`src/rtl/bn_sel_pkg.sv`:
```
// Shared definitions for the round-robin selector family.
//   BN_DATA_WIDTH / BN_N_CH : default word width and channel count
//   bn_clog2                : index-width helper, at least 1 bit for N >= 2
//   ch_lsb                  : channel i's word sits at [ch_lsb(i,dw) +: dw]
package bn_sel_pkg;
  localparam int BN_DATA_WIDTH = 8;
  localparam int BN_N_CH       = 4;

  function automatic int bn_clog2(input int v);
    int r;
    r = 0;
    while ((1 << r) < v) r++;
    return r;
  endfunction

  function automatic int ch_lsb(input int ch, input int dw);
    return ch * dw;
  endfunction
endpackage

```
`src/rtl/bn_rr_selector_n_if.sv`:
```
// Handshake bundle between N producers, the selector and one consumer.
//   in_valid/in_data/in_ready : producer side, one bit / one slice per channel
//   out_valid/out_ready       : consumer handshake
//   out_data/out_ch           : registered word and its source channel
// Modports: slave = the selector, master = the environment driving it.
interface bn_rr_selector_n_if
  import bn_sel_pkg::*;
#(
  parameter  int DATA_WIDTH = BN_DATA_WIDTH,
  parameter  int N_CH       = BN_N_CH,
  localparam int CH_W       = bn_clog2(N_CH)
);
  logic [N_CH-1:0]            in_valid;
  logic [N_CH*DATA_WIDTH-1:0] in_data;
  logic [N_CH-1:0]            in_ready;
  logic                       out_valid;
  logic                       out_ready;
  logic [DATA_WIDTH-1:0]      out_data;
  logic [CH_W-1:0]            out_ch;

  modport slave (
    input  in_valid, in_data, out_ready,
    output in_ready, out_valid, out_data, out_ch
  );

  modport master (
    output in_valid, in_data, out_ready,
    input  in_ready, out_valid, out_data, out_ch
  );
endinterface

```
`src/rtl/bn_rr_arbiter.sv`:
```
// Round-robin arbiter. ptr names the highest-priority channel; priority runs
// ptr, ptr+1, ... wrapping at N_CH-1. On advance, ptr moves past the winner.
//   clk, rst_n : clock, async active-low reset (ptr -> 0)
//   req        : per-channel requests
//   advance    : the current grant was taken this cycle
//   grant      : one-hot winner, zero when req is zero
//   gidx       : index of the winner (0 when nothing granted)
module bn_rr_arbiter
  import bn_sel_pkg::*;
#(
  parameter  int N_CH = BN_N_CH,
  localparam int CH_W = bn_clog2(N_CH)
) (
  input  logic            clk,
  input  logic            rst_n,
  input  logic [N_CH-1:0] req,
  input  logic            advance,
  output logic [N_CH-1:0] grant,
  output logic [CH_W-1:0] gidx
);
  logic [CH_W-1:0] ptr;
  logic [CH_W:0]   s;
  logic            found;

  // Scan from ptr; the sum carries one extra bit so that non-power-of-two
  // N_CH wraps at N_CH rather than at 2**CH_W.
  always_comb begin
    grant = '0;
    gidx  = '0;
    found = 1'b0;
    s     = '0;
    for (int k = 0; k < N_CH; k++) begin
      s = {1'b0, ptr} + (CH_W+1)'(k);
      if (s >= (CH_W+1)'(N_CH)) s = s - (CH_W+1)'(N_CH);
      if (!found && req[s[CH_W-1:0]]) begin
        found       = 1'b1;
        gidx        = s[CH_W-1:0];
        grant[gidx] = 1'b1;
      end
    end
  end

  always_ff @(posedge clk or negedge rst_n) begin
    if (!rst_n)       ptr <= '0;
    else if (advance) ptr <= (gidx == CH_W'(N_CH-1)) ? '0 : gidx + 1'b1;
  end
endmodule

```
`src/rtl/bn_rr_selector_n.sv`:
```
// N-channel round-robin selector with a one-entry registered output.
//   clk, rst_n : clock, async active-low reset
//   bus        : slave modport carrying per-channel valid/data/ready and the
//                registered out_valid/out_data/out_ch with out_ready
// A word is accepted when the output register is empty or being popped;
// pop and load in the same cycle sustain one word per clock.
module bn_rr_selector_n
  import bn_sel_pkg::*;
#(
  parameter  int DATA_WIDTH = BN_DATA_WIDTH,
  parameter  int N_CH       = BN_N_CH,
  localparam int CH_W       = bn_clog2(N_CH)
) (
  input  logic              clk,
  input  logic              rst_n,
  bn_rr_selector_n_if.slave bus
);
  logic [N_CH-1:0]                 grant;
  logic [CH_W-1:0]                 gidx;
  logic [N_CH-1:0]                 rdy;
  logic [N_CH-1:0][DATA_WIDTH-1:0] masked;
  logic [DATA_WIDTH-1:0]           mux;
  logic                            can_load, accept;
  logic                            out_valid;
  logic [DATA_WIDTH-1:0]           out_data;
  logic [CH_W-1:0]                 out_ch;

  bn_rr_arbiter #(.N_CH(N_CH)) u_arb (
    .clk     (clk),
    .rst_n   (rst_n),
    .req     (bus.in_valid),
    .advance (accept),
    .grant   (grant),
    .gidx    (gidx)
  );

  assign can_load = !out_valid | bus.out_ready;
  // rst_n gates ready so no handshake can complete while reset is held.
  assign rdy      = grant & {N_CH{can_load & rst_n}};
  assign accept   = |rdy;

  // AND-OR one-hot mux: grant is already one-hot, so no priority needed.
  for (genvar g = 0; g < N_CH; g++) begin : g_mask
    assign masked[g] = bus.in_data[ch_lsb(g, DATA_WIDTH) +: DATA_WIDTH]
                     & {DATA_WIDTH{grant[g]}};
  end

  always_comb begin
    mux = '0;
    for (int i = 0; i < N_CH; i++) mux = mux | masked[i];
  end

  always_ff @(posedge clk or negedge rst_n) begin
    if (!rst_n) begin
      out_valid <= 1'b0;
      out_data  <= '0;
      out_ch    <= '0;
    end else if (accept) begin
      out_valid <= 1'b1;
      out_data  <= mux;
      out_ch    <= gidx;
    end else if (out_valid && bus.out_ready) begin
      out_valid <= 1'b0;
    end
  end

  assign bus.in_ready  = rdy;
  assign bus.out_valid = out_valid;
  assign bus.out_data  = out_data;
  assign bus.out_ch    = out_ch;
endmodule
```
`src/flat_wrapper.sv`:
```
// flat-port wrapper written by rule: the top's interface ports become plain ports
module bn_rr_selector_n_flat import bn_sel_pkg::*;
#(
  parameter  int DATA_WIDTH = BN_DATA_WIDTH,
  parameter  int N_CH       = BN_N_CH,
  localparam int CH_W       = bn_clog2(N_CH)
)
  (clk, rst_n, bus_in_valid, bus_in_data, bus_out_ready, bus_in_ready, bus_out_valid, bus_out_data, bus_out_ch);
  bn_rr_selector_n_if #(.DATA_WIDTH(DATA_WIDTH), .N_CH(N_CH)) bus_i ();
  input  logic clk;
  input  logic rst_n;
  input wire logic [$bits(bus_i.in_valid)-1:0] bus_in_valid;
  input wire logic [$bits(bus_i.in_data)-1:0] bus_in_data;
  input wire logic [$bits(bus_i.out_ready)-1:0] bus_out_ready;
  output wire logic [$bits(bus_i.in_ready)-1:0] bus_in_ready;
  output wire logic [$bits(bus_i.out_valid)-1:0] bus_out_valid;
  output wire logic [$bits(bus_i.out_data)-1:0] bus_out_data;
  output wire logic [$bits(bus_i.out_ch)-1:0] bus_out_ch;
  assign bus_i.in_valid = bus_in_valid;
  assign bus_i.in_data = bus_in_data;
  assign bus_i.out_ready = bus_out_ready;
  assign bus_in_ready = bus_i.in_ready;
  assign bus_out_valid = bus_i.out_valid;
  assign bus_out_data = bus_i.out_data;
  assign bus_out_ch = bus_i.out_ch;
  bn_rr_selector_n #(.DATA_WIDTH(DATA_WIDTH), .N_CH(N_CH)) u_core (.clk(clk), .rst_n(rst_n), .bus(bus_i));
endmodule
```
`config.mk`:
```
export PLATFORM = sky130hd
export DESIGN_NAME = bn_rr_selector_n_flat
export DESIGN_NICKNAME = d
export VERILOG_FILES = /design/src/rtl/bn_sel_pkg.sv /design/src/rtl/bn_rr_selector_n_if.sv /design/src/rtl/bn_rr_arbiter.sv /design/src/rtl/bn_rr_selector_n.sv /design/src/flat_wrapper.sv
export SDC_FILE = /design/constraint.sdc
export NUM_CORES = 1
export LEC_CHECK = 0
export BUFFER_PORTS_ARGS = -buffer_cell sky130_fd_sc_hd__clkbuf_2
export CAP_MARGIN = 30
export CORE_ASPECT_RATIO = 0.75
export CORE_MARGIN = 2
export CORE_UTILIZATION = 53
export DETAILED_ROUTE_END_ITERATION = 8
export HOLD_SLACK_MARGIN = 0.1
export PLACE_DENSITY_LB_ADDON = 0.15
export SLEW_MARGIN = 20
export SYNTH_ARGS = -nofsm -noshare
export SYNTH_HDL_FRONTEND = slang
export SYNTH_SLANG_ARGS = --single-unit
```
`constraint.sdc`:
```
create_clock -name clk -period 5.8 [get_ports clk]
set_input_delay 1.16 -clock clk [delete_from_list [all_inputs] [get_ports clk]]
set_output_delay 1.16 -clock clk [all_outputs]
set_load 0.005 [all_outputs]
```
## Word level (Yosys, flattened, before mapping)

Cells that the tools add are included.

- Bits in registers: 13
- Output and inout bits: 15

- Add/sub/neg operators: 8
- Magnitude comparators: 12
- Equal/unequal tests: 1
- Mux-type cells: 34
- Bitwise gates (word level): 13
- Reductions and logical operators: 14

Operators by type and width:

| cell | number |
|---|---|
| $and A8 B8 Y8 | 4 |
| $or A8 B8 Y8 | 3 |
| $mux W2 | 9 |
| $mux W4 | 4 |
| $mux W1 | 13 |
| $lt A2 B3 Y1 const B | 4 |
| $or A4 B4 Y4 | 3 |
| $ge A3 B3 Y1 const B | 3 |
| $bmux W1 S2 | 4 |
| $demux W1 S2 | 4 |
| $ge A2 B1 Y1 const B | 4 |
| $logic_and A1 B1 Y1 | 8 |
| $sub A2 B1 Y2 const B | 4 |
| $add A2 B2 Y3 const B | 2 |
| $and A4 B4 Y4 | 1 |
| $logic_not A1 Y1 | 4 |
| $reduce_or A4 Y1 | 1 |
| $add A2 B1 Y3 const B | 1 |
| $ge A2 B3 Y1 const B | 1 |
| $add A2 B1 Y2 const B | 1 |
| $eq A2 B2 Y1 const B | 1 |
| $reduce_bool A2 Y1 | 1 |
| $and A1 B1 Y1 | 1 |
| $or A1 B1 Y1 | 1 |

## Longest topological paths before layout

Gate-level depths: netlist (run 1).

- Depth after elaboration: 18
- Mapped depth: 12
- Depth with buffers taken out: 8

## Modules after synthesis

From an unflattened synthesis (run 1), not the netlist that was laid out.

- Cells, all modules: 134
- Area, all modules: 1321.3 µm²

By module, submodules not included:

| module | times used | cells each | area each (µm²) |
|---|---|---|---|
| bn_rr_selector_n | 1 | 59 | 674.4 |
| bn_rr_arbiter | 1 | 75 | 646.9 |

## Least setup slack after synthesis (run 1)

OpenSTA, ideal clock, no wires.

- Kind: input to output
- Start point: in bus_in_valid[2]
- End point: out bus_in_ready[1]
- Data arrival time: 2.694 ns
- Required time: 4.640 ns
- Slack: 1.946 ns
- Stages: 7
- Buffers on the path: 2
- Cell sequence: clkbuf_2 mux4_2 nor2b_4 a22o_1 a221oi_2 buf_4 nor2_1

- Word-level cells in the longest chain between the ends: 13

Ends and longest elaborated chain:

| item | line | RTL |
|---|---|---|
| start, declared | flat_wrapper.sv:12 | `input wire logic [$bits(bus_i.in_valid)-1:0] bus_in_valid;` |
| $bmux W1 S2 | bn_rr_arbiter.sv:35 | `if (!found && req[s[CH_W-1:0]]) begin` |
| $mux W1 (not written as such) | bn_rr_arbiter.sv:35 |  |
| $mux W1 | bn_rr_arbiter.sv:35 |  |
| $logic_not A1 Y1 | bn_rr_arbiter.sv:35 |  |
| $logic_and A1 B1 Y1 | bn_rr_arbiter.sv:35 |  |
| $mux W1 | bn_rr_arbiter.sv:35 |  |
| $logic_not A1 Y1 | bn_rr_arbiter.sv:35 |  |
| $logic_and A1 B1 Y1 | bn_rr_arbiter.sv:35 |  |
| $mux W1 | bn_rr_arbiter.sv:35 |  |
| $logic_not A1 Y1 | bn_rr_arbiter.sv:35 |  |
| $logic_and A1 B1 Y1 | bn_rr_arbiter.sv:35 |  |
| $mux W4 * | bn_rr_arbiter.sv:35 |  |
| $and A4 B4 Y4 * | bn_rr_selector_n.sv:39 | `assign rdy = grant & {N_CH{can_load & rst_n}};` |
| end, declared | flat_wrapper.sv:15 | `output wire logic [$bits(bus_i.in_ready)-1:0] bus_in_ready;` |

Mark *: on every way between the ends. The rest lies on a longest branch, timed or not. The select of a mux whose other input is x is not followed.

==> flow_summary.ini, run 1 <==
[status]
outcome = complete, no violations

[grt]
grt_pass1_wl_um = 6237
grt_pass1_vias = 1284
overflow = 0
grt_max_degree = 16
grt_usage_pct = 24.19
grt_antenna_before_repair = 0

[final_layout]
diodes = 0
fin_area_sq_um = 1728
fillers = 220
area.growth.synth_to_final_pct = 15.86
layout-drive-gt1-share_pct = 42.86
fin_cells = 225
fin_nets = 235
finalCoreUtilization_pct = 65.39

[timing]
fin_skew_ns = 0.001314
finalSetupViolations = 0
rsz0062_at_grt = no
tightest_slew_ns = 0.6546
finalSetupTns_ns = 0
max_freq_mhz = 236.3
fin_crit_sh_pct = 72.95
finalCriticalPeriod_ns = 4.231
setup_ws_ns = 1.569
relSlewSlack_pct = 56.17
drv_slew = 0
finalHoldViolCount = 0

[place]
hpwl_um = 2894
dp_cells = 221
portBuffers = 53
place_congestion = 0.8818
pre_cts_ws_ns = 1.638
place_area_sq_um = 1683

[run]
cap_violations = 0

[cts]
cts_made_buffers = 3
clkLatencyLatePin_ns = 0.24
cts_resized = 0
hold_buffers = 0
post_cts_buffers = 0
cts_sinks = 13
cts_tree = done
path_clk_slew_ns = 0.05
ctsHtreeMaxLevel = 1
root_buffer = clkbuf_8
cts_max_path_buffers = 2

[route]
viasPerCell = 6.080
dr.pass1.iters = 4
dr_total_vias = 1368
wl_per_cell_um = 16.68
drt_iter0_drc = 144
routed_wirelength_um = 3754
ant_nets = 0
drc = 0

[synth]
synth_edf_count = 0
synth_cell_types = 39
synthArstFlopShare_pct = 100.0
ys.flop_type = dfrtp_1
syn_inst = 144
ys_warn_count = 0
syn_nets = 189
seq_area_frac_synth_pct = 21.81
synth_area_sq_um = 1491
avgSynthCellArea_sq_um = 10.36
ys_ff_latch = 13

[worst_setup_path]
worstPathBufferInverterCount = 2
cp_max_fo = 15
arrival_ns = 3.07
critPathMaxStageDelay_ns = 0.66
rrSetupSlack_ns = 2.16
endpoint_kind = output pin
setup.worst_path.class = reg2out
crit_path_start_kind = register
path_delay_family = simple AND/OR/NAND/NOR gates
crit_chain = inv_1 -> ha_1 -> mux4_2 -> nor3b_4 -> and2_1 -> nor3_4 -> nor2_1 -> clkbuf_2
cpMaxStageDelayCell = dfrtp_1
cp.required_ns = 4.64

[power]
power_density_nw_per_um2 = 589.3
power_leakage_nw = 0.8793
p_seq_share_pct = 18.6
ir_drop_mv = 0.3377
power.switching_mw = 0.4666
pwr-share-comb_pct = 73.8
p_sw_share_pct = 45.83
p_int_mw = 0.5516
clockPowerShare_pct = 7.6

[die]
row_count = 16
die_area_sq_um = 3259
die_h_um = 49.94
fp.dieW_um = 65.26
ioPinCount = 54
initial_utilization_pct = 56.44
core_sq_um = 2643

[min_path]
hold_path_class = reg2reg
==> layer usage <==
metal / vias up / share of wire [%] / GRT usage [%]
met5: - / 0 / 0
met4: 0 / 0.16 / 2.083
met3: 2 / 9.0 / 3.196
met2: 69 / 46 / 37.93
met1: 645 / 45 / 36.87
li1: 652 / - / -
==> cells in the final DEF (no fill, tap or decap), types with 2 or more instances in the layout <==
cell / netlist / routed
clkbuf_2: 1 / 53
o31ai_1: 25 / 25
dfrtp_1: 13 / 13
inv_1: 11 / 11
mux2_4: 8 / 8
o2111ai_1: 8 / 8
nand2_1: 7 / 7
nor2_1: 7 / 7
ha_1: 6 / 6
a22o_1: 4 / 4
mux2i_1: 4 / 4
mux4_2: 3 / 3
and2_1: 3 / 3
a21boi_2: 3 / 3
nor3_4: 3 / 3
mux2_1: 3 / 3
clkbuf_8: 0 / 3
nor3b_1: 2 / 2
nor3_1: 2 / 2
o21ai_0: 2 / 2
==> power groups by stage <==
stage               Sequential, mW  Combinational (mW)  Clock, mW
floorplan                    0.173               0.637          0
global placement             0.186               0.720          0
detailed placement           0.189               0.737          0
CTS                          0.189               0.745     0.0787
global route                 0.196               0.815     0.0854
finish                       0.189               0.751     0.0776
==> synthesized netlist by cell type (3+ instances only) <==
cell type  count  area (sq um)
mux2_4         8         120.1
mux4_2         3         67.56
a21boi_2       3         33.78
nand2_1        7         26.28
and2_1         3         18.77
nor2_1         7         26.28
o31ai_1       25         187.7
o2111ai_1      8         70.07
dfrtp_1       13         325.3
ha_1           6         75.07
inv_1         11         41.29
a22o_1         4         35.03
buf_6          9         101.4
mux2i_1        4         40.04
mux2_1         3         33.78
nor3_4         3         48.80
==> sequential cells by signal, summed over array words and instances (netlist names), named ones only <==
name                  count
u_core.bus.out_data       8
u_core.bus.out_ch         2
u_core.bus.out_valid      1
u_core.u_arb.ptr          1
==> cell type report <==
type                            instances  area (sq um)  area share [%]
Multi-Input combinational cell        107         998.5           57.78
Sequential cell                        13         325.3           18.83
Timing Repair Buffer                   54         272.8           15.79
Clock buffer                            4         45.04           2.607
Tap cell                               36         45.04           2.607
Inverter                               11         41.29           2.390
==> cell families (layout without fill, tap and decap cells) <==
family / count (synthesis) / after routing / share of synthesized area [%]
flip-flops: 13 / 13 / 21.81
AND/OR/NAND/NOR: 30 / 30 / 14.10
XOR/XNOR: 1 / 1 / 0.5874
adder cells (fa/ha/maj): 6 / 6 / 5.033
AO/OA/AOI/OAI: 52 / 52 / 29.70
buffers and inverters: 24 / 69 / 11.24
multiplexers: 18 / 18 / 17.53
==> through the flow <==
| stage | hold slack [ns] | total power [mW] |
|---|---|---|
| after floorplan | 0.4828 | 0.8104 |
| final | 0.4993 | 1.018 |
| after CTS | 0.5053 | 1.012 |
| after global routing | 0.5258 | 1.096 |
| after detailed placement | 0.4926 | 0.9258 |
| after global placement | 0.4890 | 0.9059 |
==> path summary, 6_finish.rpt <==
check                                            start                     end  depth (start not counted)
worst max-delay path                          register         bus_in_ready[2]                          8
min in group asynchronous                        rst_n  u_core.bus.out_data[0]                          1
worst max register to register                register  u_core.bus.out_data[1]                          8
worst min-delay path            u_core.bus.out_data[2]  u_core.bus.out_data[2]                          1
worst min register to register  u_core.bus.out_data[2]  u_core.bus.out_data[2]                          1
max in group asynchronous                        rst_n     u_core.u_arb.ptr[1]                          1
Note: power is estimated with default switching activity, not from simulation.
==> run 2: changes to the inputs <==
Settings changed: ABC_AREA set to 1, CORE_UTILIZATION 53 to 49.
Clock period 5.8 ns to 4.35 ns, I/O delays scaled along.
==> run 2 against run 1 <==
Setup slack worse by 0.71 ns; first-iteration DRC count fell by 12%; final area decreased by 4.2%; total power grew 46%; largest power group unchanged.
==> flow_summary.ini, run 2 <==
[timing]
finalSetupViolations = 0
finalHoldViolCount = 0
relSlewSlack_pct = 66.28
fin_crit_sh_pct = 80.21
finalSetupTns_ns = 0
drv_slew = 0
finalCriticalPeriod_ns = 3.489
rsz0062_at_grt = no
tightest_slew_ns = 0.5058
max_freq_mhz = 286.6
fin_skew_ns = 0.004005

[final_layout]
top_regs = u_core.bus.out_data: 8 flops, u_core.bus.out_ch: 2 flops
area.growth.synth_to_final_pct = 22.27
top_register = u_core.bus.out_data
final_cell_mix = 88 x nand2_1, 53 x clkbuf_2, 13 x dfrtp_1, 11 x inv_1, 11 x nand3_1
fillers = 236
diodes = 0
largest_reg_flops = 8
layout-drive-gt1-share_pct = 38.84
fin_nets = 288
finalCoreUtilization_pct = 63.12
layout_commonest_cell = nand2_1

[worst_setup_path]
critPathMaxStageDelay_ns = 0.65
cp.required_ns = 3.48
cpMaxStageDelayCell = dfrtp_1
cp_max_fo = 14
worstPathBufferInverterCount = 4
setup.worst_path.class = reg2out
crit_path_start_kind = register
endpoint_kind = output pin
path_delay_family = simple AND/OR/NAND/NOR gates
arrival_ns = 2.62
crit_chain = inv_2 -> ha_1 -> inv_1 -> nand3_1 -> nand2_1 -> nor2_4 -> nand3_1 -> nand3_4 -> nand2_1 -> inv_1 -> clkbuf_2
rrSetupSlack_ns = 1.55

[cts]
cts_made_buffers = 3
post_cts_buffers = 0
cts_resized = 0
cts_sinks = 13
hold_buffers = 0
ctsHtreeMaxLevel = 1
cts_max_path_buffers = 2
cts_tree = done
path_clk_slew_ns = 0.05
clkLatencyLatePin_ns = 0.24
root_buffer = clkbuf_8

[synth]
syn_nets = 234
ys.flop_type = dfrtp_1
synth_top_area_share_pct = 24.40
synth_edf_count = 0
synth_most_common_cell = nand2_1
synth_area_sq_um = 1354
seq_area_frac_synth_pct = 24.03
synthArstFlopShare_pct = 100.0
synth_area_leaders = nand2_1 24%, dfrtp_1 24%, nand3_4 6.5%, ha_1 5.5%, nand3_2 5.2%
syn_inst = 189
avgSynthCellArea_sq_um = 7.163
ys_ff_latch = 13
ys_warn_count = 0
ys_top_cells_by_count = 88 x nand2_1, 13 x dfrtp_1, 11 x inv_1, 11 x nand3_1, 9 x nand2_2
yosys.area.top_type = nand2_1
synth_cell_types = 25

[place]
place_congestion = 0.9072
hpwl_um = 2521
portBuffers = 53

[route]
viasPerCell = 4.957
ant_nets = 0
dr.pass1.iters = 4
routed_wirelength_um = 3274
drc = 0
dr_total_vias = 1378
wl_per_cell_um = 11.78
drt_iter0_drc = 127

[power]
power_leakage_nw = 0.9306
ir_drop_mv = 0.4465
power_density_nw_per_um2 = 900.6

[die]
die_h_um = 49.52
ioPinCount = 54
core_sq_um = 2623
initial_utilization_pct = 51.62
row_count = 16
die_area_sq_um = 3204
fp.dieW_um = 64.70

[min_path]
hold_path_class = reg2reg

[grt]
grt_pass1_vias = 1194
overflow = 0
grt_usage_pct = 21.06
grt_antenna_before_repair = 0
grt_max_degree = 15
grt_pass1_wl_um = 5395

[status]
outcome = complete, no violations

[run]
cap_violations = 0
==> run 2: cell types whose count changed in the layout (fill, tap and decap cells not counted), moves of 7 or more <==
cell,before,now
o31ai_1,25,0
nand2_2,0,9
nand3_1,0,11
o2111ai_1,8,0
nand3_2,0,7
nand2_1,7,88
mux2_4,8,0
nand4_1,1,8
==> run 2: tightest hold or removal path: cells and delay by family, from the launching register on <==
kind | cells | cell delay, ns
and+or+nand+nor | 2 | 0.09
DFF | 1 | 0.36
==> run 2: final cells by class <==
cell class / count / area [sq um] / area share [%]
flip-flops and latches: 13 / 325.3 / 19.65
well taps: 36 / 45.04 / 2.721
inverters: 15 / 58.81 / 3.553
repair buffers: 53 / 265.3 / 16.02
multi-input cells: 157 / 915.9 / 55.33
clock buffers: 4 / 45.04 / 2.721
==> run 2: final timing paths <==
| kind | start | end | cells after the start |
|---|---|---|---|
| worst max-delay path | register | bus_in_ready[0] | 11 |
| worst min-delay path | u_core.bus.out_ch[0] | u_core.bus.out_ch[0] | 2 |
| worst max register to register | register | u_core.bus.out_data[1] | 13 |
| worst min register to register | u_core.bus.out_ch[0] | u_core.bus.out_ch[0] | 2 |
| max in group asynchronous | rst_n | u_core.u_arb.ptr[1] | 1 |
| min in group asynchronous | rst_n | u_core.bus.out_valid | 1 |
==> run 2: power by group <==
group | internal [mW] | switching, mW | leakage [nW]
registers | 0.186 | 0.0612 | 0.163
logic | 0.384 | 0.754 | 0.745
clock network | 0.0645 | 0.0409 | 0.0228
total | 0.635 | 0.856 | 0.931
==> run 2: logic make-up after synthesis <==
family	Yosys count	synth area share, %
DFF	13	24.03
xor gates and xnor gates	1	0.6471
adders and majority gates	6	5.545
buffers and inverters	19	8.318
and+or+nand+nor	137	53.97
AOI/OAI and AO/OA	13	7.486
==> run 2: metal layers <==
layer	routed length (um)	track usage (%)	vias to the layer above
li1	-	-	713
met1	1709	34.19	613
met2	1363	30.73	50
met3	187	0.9132	2
met4	14	4.255	0
met5	0	0	-
==> run 2: metrics by stage <==
step	instances	power [mW]	hold WS (ns)	area (sq um)	setup slack, ns
finish	278	1.491	0.4813	1655	0.8610
global route	278	1.638	0.5126	1655	0.6408
CTS	278	1.489	0.4879	1655	0.8894
detailed placement	274	1.365	0.4622	1610	1.140
global placement	274	1.362	0.4645	1610	1.217
floorplan	189	1.193	0.4642	1354	1.714
